--- config.mk ---
export PLATFORM = sky130hd
export DESIGN_NAME = alu_exec
export DESIGN_NICKNAME = d
export VERILOG_FILES = /design/src/rtl/alu_exec.sv
export SDC_FILE = /design/constraint.sdc
export NUM_CORES = 1
export LEC_CHECK = 0
export ABC_AREA = 0
export BUFFER_PORTS_ARGS = -buffer_cell sky130_fd_sc_hd__buf_2
export CAP_MARGIN = 20
export CELL_PAD_IN_SITES_DETAIL_PLACEMENT = 1
export CELL_PAD_IN_SITES_GLOBAL_PLACEMENT = 1
export CORE_ASPECT_RATIO = 1.75
export CORE_MARGIN = 3
export CORE_UTILIZATION = 43
export CTS_CLUSTER_DIAMETER = 60
export DETAILED_ROUTE_END_ITERATION = 7
export PLACE_DENSITY = 0.87
export SYNTH_ARGS = -nofsm -noshare
export SYNTH_HDL_FRONTEND = slang
export SYNTH_SLANG_ARGS = --single-unit
--- constraint.sdc ---
create_clock -name clk -period 3 [get_ports clk]
set_input_delay 0.3 -clock clk [delete_from_list [all_inputs] [get_ports clk]]
set_output_delay 0.3 -clock clk [all_outputs]
set_load 0.02 [all_outputs]
--- src/rtl/alu_exec.sv ---
// Execute stage: ALU on rd1 and rd2/imm, registered result plus writeback controls,
// valid/ready on both sides. Define ALU_MUL_EN to turn op 111 into an 8-iteration shift-add MUL.
module alu_exec #(
    parameter int DW = 8,
    parameter int AW = 3
) (
    input  logic          clk,
    input  logic          rst_n,
    input  logic          in_valid,
    output logic          in_ready,
    input  logic [2:0]    op,
    input  logic [DW-1:0] rd1,
    input  logic [DW-1:0] rd2,
    input  logic [DW-1:0] imm,
    input  logic          alusrc,
    input  logic [AW-1:0] dst,
    input  logic          regwrite_in,
    input  logic          memtoreg_in,
    output logic          out_valid,
    input  logic          out_ready,
    output logic [DW-1:0] result,
    output logic [AW-1:0] wa_out,
    output logic          regwrite_out,
    output logic          memtoreg_out,
    output logic          zero,
    output logic          carry,
    output logic          busy
);
    logic          r_out_valid;
    logic [DW-1:0] r_result;
    logic [AW-1:0] r_wa;
    logic          r_regwrite;
    logic          r_memtoreg;
    logic          r_zero;
    logic          r_carry;

    logic [DW-1:0] w_b;
    logic [DW-1:0] w_res;
    logic          w_carry;
    logic          w_idle;
    logic          w_single;
    logic          w_accept;

    always_comb begin
        w_b     = alusrc ? imm : rd2;
        w_res   = '0;
        w_carry = 1'b0;
        case (op)
            3'b000: {w_carry, w_res} = {1'b0, rd1} + {1'b0, w_b};
            3'b001: {w_carry, w_res} = {1'b0, rd1} - {1'b0, w_b};
            3'b010: w_res = rd1 & w_b;
            3'b011: w_res = rd1 | w_b;
            3'b100: w_res = rd1 ^ w_b;
            3'b101: w_res = {{(DW-1){1'b0}}, (rd1 < w_b)};
            3'b110: w_res = rd1 << w_b[2:0];
            default: w_res = w_b;  // MOV; ignored when op 111 is the multiplier
        endcase
    end

`ifdef ALU_MUL_EN
    typedef enum logic {S_IDLE, S_MUL} state_t;
    state_t        r_state;
    logic [DW-1:0] r_ma;
    logic [DW-1:0] r_mb;
    logic [DW-1:0] r_acc;
    logic [2:0]    r_cnt;
    logic [AW-1:0] r_m_dst;
    logic          r_m_rw;
    logic          r_m_mr;
    logic [DW-1:0] w_mul_acc;
    logic          w_mul_done;

    assign w_idle     = (r_state == S_IDLE);
    assign w_single   = (op != 3'b111);
    assign w_mul_acc  = r_acc + (r_mb[0] ? r_ma : '0);
    // Final iteration lands straight in the output register; it waits if the slot is still held.
    assign w_mul_done = (r_state == S_MUL) && (r_cnt == 3'd7) && (!r_out_valid || out_ready);
    assign busy       = (r_state == S_MUL);

    always_ff @(posedge clk or negedge rst_n) begin
        if (!rst_n) begin
            r_state <= S_IDLE;
            r_ma    <= '0;
            r_mb    <= '0;
            r_acc   <= '0;
            r_cnt   <= '0;
            r_m_dst <= '0;
            r_m_rw  <= 1'b0;
            r_m_mr  <= 1'b0;
        end else begin
            case (r_state)
                S_IDLE: if (w_accept && !w_single) begin
                    r_state <= S_MUL;
                    r_ma    <= rd1;
                    r_mb    <= w_b;
                    r_acc   <= '0;
                    r_cnt   <= '0;
                    r_m_dst <= dst;
                    r_m_rw  <= regwrite_in;
                    r_m_mr  <= memtoreg_in;
                end
                S_MUL: begin
                    if (r_cnt != 3'd7) begin
                        r_acc <= w_mul_acc;
                        r_ma  <= r_ma << 1;
                        r_mb  <= r_mb >> 1;
                        r_cnt <= r_cnt + 3'd1;
                    end else if (w_mul_done) begin
                        r_state <= S_IDLE;
                    end
                end
                default: r_state <= S_IDLE;
            endcase
        end
    end
`else
    assign w_idle   = 1'b1;
    assign w_single = 1'b1;
    assign busy     = 1'b0;
`endif

    assign in_ready = w_idle && (!r_out_valid || out_ready);
    assign w_accept = in_valid && in_ready;

    always_ff @(posedge clk or negedge rst_n) begin
        if (!rst_n) begin
            r_out_valid <= 1'b0;
            r_result    <= '0;
            r_wa        <= '0;
            r_regwrite  <= 1'b0;
            r_memtoreg  <= 1'b0;
            r_zero      <= 1'b0;
            r_carry     <= 1'b0;
        end else if (w_accept && w_single) begin
            r_out_valid <= 1'b1;
            r_result    <= w_res;
            r_wa        <= dst;
            r_regwrite  <= regwrite_in;
            r_memtoreg  <= memtoreg_in;
            r_zero      <= (w_res == '0);
            r_carry     <= w_carry;
`ifdef ALU_MUL_EN
        end else if (w_mul_done) begin
            r_out_valid <= 1'b1;
            r_result    <= w_mul_acc;
            r_wa        <= r_m_dst;
            r_regwrite  <= r_m_rw;
            r_memtoreg  <= r_m_mr;
            r_zero      <= (w_mul_acc == '0);
            r_carry     <= 1'b0;
`endif
        end else if (out_ready) begin
            r_out_valid <= 1'b0;
        end
    end

    assign out_valid    = r_out_valid;
    assign result       = r_result;
    assign wa_out       = r_wa;
    assign regwrite_out = r_out_valid && out_ready && r_regwrite;
    assign memtoreg_out = r_memtoreg;
    assign zero         = r_zero;
    assign carry        = r_carry;
endmodule

==> flow_metrics.py <==
metrics = {
    "die": {
        "ios": 55,
        "fp.coreArea_um2": 5062,
        "start_util": 0.4525,
        "die_width_um": 61.18,
        "fp.dieH_um": 102.6,
        "die-area_um2": 6274,
        "rows": 34,
    },
    "timing": {
        "hold_viol": 0,
        "finalSetupViolations": 0,
        "fin_crit_ns": 2.851,
        "fmax_mhz": 350.8,
        "clock_skew_ns": 0.0007842,
        "rsz0062_at_grt": "false",
        "fin_tns_setup_ns": 0,
        "slew_violations": 0,
        "period_share": 0.9503,
    },
    "worst_setup_path": {
        "critPathMaxFanout": 4,
        "path_class": "in -> reg",
        "cp.buffers_inverters": 2,
        "crit_family": "compound AO/OA/AOI/OAI gates",
        "required_ns": 3.16,
        "crit_arrival_ns": 3.01,
        "cp-end-kind": "flip-flop",
        "crit_path_start_kind": "input pin",
        "crit_path_top_delay_cell": "fa_1",
        "crit_chain": "buf_2 > mux2i_4 > inv_1 > ha_1 > fa_1 > or2_2 > a22oi_1 > mux2i_1 > a31oi_1 > a211oi_2 > nand4_1 > o31ai_2",
        "max_stage_delay_ns": 0.40,
    },
    "routing": {
        "routedWlPerCell_um": 20.66,
        "drc": 0,
        "ant_nets": 0,
        "vias": 2451,
        "vias_per_cell": 6.158,
        "dr.pass1.iters": 4,
        "wl_mm": 8.224,
        "first_iter_violations": 74,
    },
    "cells_and_area": {
        "finish.net_count": 411,
        "fin_util": 0.5420,
        "area_growth_pct": 19.77,
        "final_cell_mix": "buf_2, nand2_1, ha_1",
        "drive_gt1_frac": 0.2674,
        "diodes": 0,
        "final_common_cell": "buf_2",
        "fillers": 657,
    },
    "synthesis": {
        "synth_fp_nets": 348,
        "synth_flop_cell": "dfrtp_1",
        "syn_area_per_cell_um2": 8.095,
        "async_reset_ff_frac": 1.000,
        "yosys_warnings": 0,
        "synth_edf_count": 0,
        "synth-seq-area-share": 0.1748,
        "yosysUniqueCellTypes": 58,
        "yosys.area.top_type_share": 0.1748,
        "synth.area.top_cells": "dfrtp_1, ha_1, mux2i_1, nand2_1, inv_1",
        "syn_inst": 283,
        "ys_ff_latch": 16,
        "synth_area_um2": 2291,
        "synth_top_area_cell": "dfrtp_1",
    },
    "pwr": {
        "ir_drop_mv": 0.1351,
        "pwr_density_cell_nw_per_um2": 346.9,
        "p_leak_nw": 1.349,
    },
    "global_route": {
        "grt_antenna_before_repair": 0,
        "grt_max_degree": 27,
        "grt-ovfl-total": 0,
        "grt_pass1_wl_mm": 12.86,
        "grt_pass1_vias": 2606,
        "grtUsageTotal": 0.2748,
    },
    "clocking": {
        "clock_latency_ns": 0.25,
        "root_buffer": "clkbuf_8",
        "htreeDepth": 1,
        "cts_buffers": 3,
        "clock-sinks": 16,
        "cts_buffer_depth": 2,
        "cts_tree": "done",
        "cts.clk_slew.worst_paths_ns": 0.06,
        "postCtsSetupRepairBufs": 0,
    },
    "outcome": {
        "status": "finished, final reports clean",
    },
    "placement": {
        "port_buffers": 53,
        "gp_congestion": 0.9303,
        "post-dp-hpwl_mm": 6.967,
    },
    "worst_hold_path": {
        "min_path_type": "in -> reg",
    },
    "run": {
        "cap_violations": 0,
    },
}
==> synth_stat cells (3+ instances only) <==
cell type and count:
clkbuf_1 8, inv_1 25, dfrtp_1 16, nor3_1 9
nand2b_1 4, a21o_1 6, nor3b_1 3, nand3_1 5
mux2i_1 20, nor2b_1 4, and2_1 4, a32oi_1 4
a22oi_1 4, o21ai_0 13, nand2_1 28, nor2_1 17
a31oi_1 6, mux2_2 8, a211oi_1 4, ha_1 26
a21oi_1 13, a22o_1 3, nand4_1 3
==> final cells by class <==
class,instances,area (µm²),area share
Clock buffer,3,41.29,0.01505
Inverter,27,106.4,0.03876
Multi-Input combinational cell,228,1733,0.6316
Sequential cell,16,400.4,0.1459
Tap cell,54,67.56,0.02462
Timing Repair Buffer,70,395.4,0.1441
==> state kept, by name (all words and copies together), names as in the netlist <==
signal,flops
carry,1
result,8
out_valid,1
zero,1
memtoreg_out,1
r_regwrite,1
wa_out,3
==> layer usage <==
metal | GRT usage | share of wire
met5 | 0 | 0
met4 | 0.1720 | 0.061
met3 | 0.03885 | 0.054
met2 | 0.5057 | 0.54
met1 | 0.2729 | 0.35
==> what timing repair did <==
item | CTS | global route
hold endpoints to repair | 16 | 0
gates resized for setup | 0 | 1
endpoints found under the setup margin | 0 | 1
hold buffers | 1 | 0
==> kinds of logic after synthesis <==
family,synth area share
AND/OR/NAND/NOR,0.1982
AO/OA/AOI/OAI,0.2343
buffers and inverters,0.07373
multiplexers,0.1464
adder cells (fa/ha/maj),0.1595
flip-flops,0.1748
XOR/XNOR,0.01147
other,0.001637
==> through the flow <==
| stage | hold slack (ns) | power [mW] | cells | instance area (µm²) | worst slack (ns) |
|---|---|---|---|---|---|
| after global placement | 0.2207 | 0.7758 | 394 | 2688 | 0.03097 |
| after detailed placement | 0.2344 | 0.7903 | 394 | 2688 | -0.1610 |
| final | 0.2780 | 0.9518 | 398 | 2744 | 0.1492 |
| after CTS | 0.2776 | 0.9522 | 398 | 2739 | 0.1253 |
| after global routing | 0.2795 | 1.019 | 398 | 2744 | 0.007516 |
| after floorplan | 0.004409 | 0.5984 | 283 | 2297 | 0.04427 |
==> final timing paths <==
| kind | from | to | slack [ns] | cells after the start |
|---|---|---|---|---|
| worst max register to register | out_valid | zero | 1.49 | 6 |
| worst max-delay path | alusrc | zero | 0.15 | 12 |
| worst min-delay path | regwrite_in | r_regwrite | 0.28 | 2 |
| worst min register to register | result[3] | result[3] | 0.48 | 2 |
| max in group asynchronous | rst_n | r_regwrite | 2.24 | 2 |
| min in group asynchronous | rst_n | result[1] | 0.50 | 2 |
==> report_power, final <==
group	total [mW]	internal (mW)	switching (mW)
Clock	0.160	0.0891	0.0713
Combinational	0.524	0.209	0.316
Sequential	0.267	0.250	0.0172
Total	0.952	0.547	0.404
(Power assumes the default switching activity.)
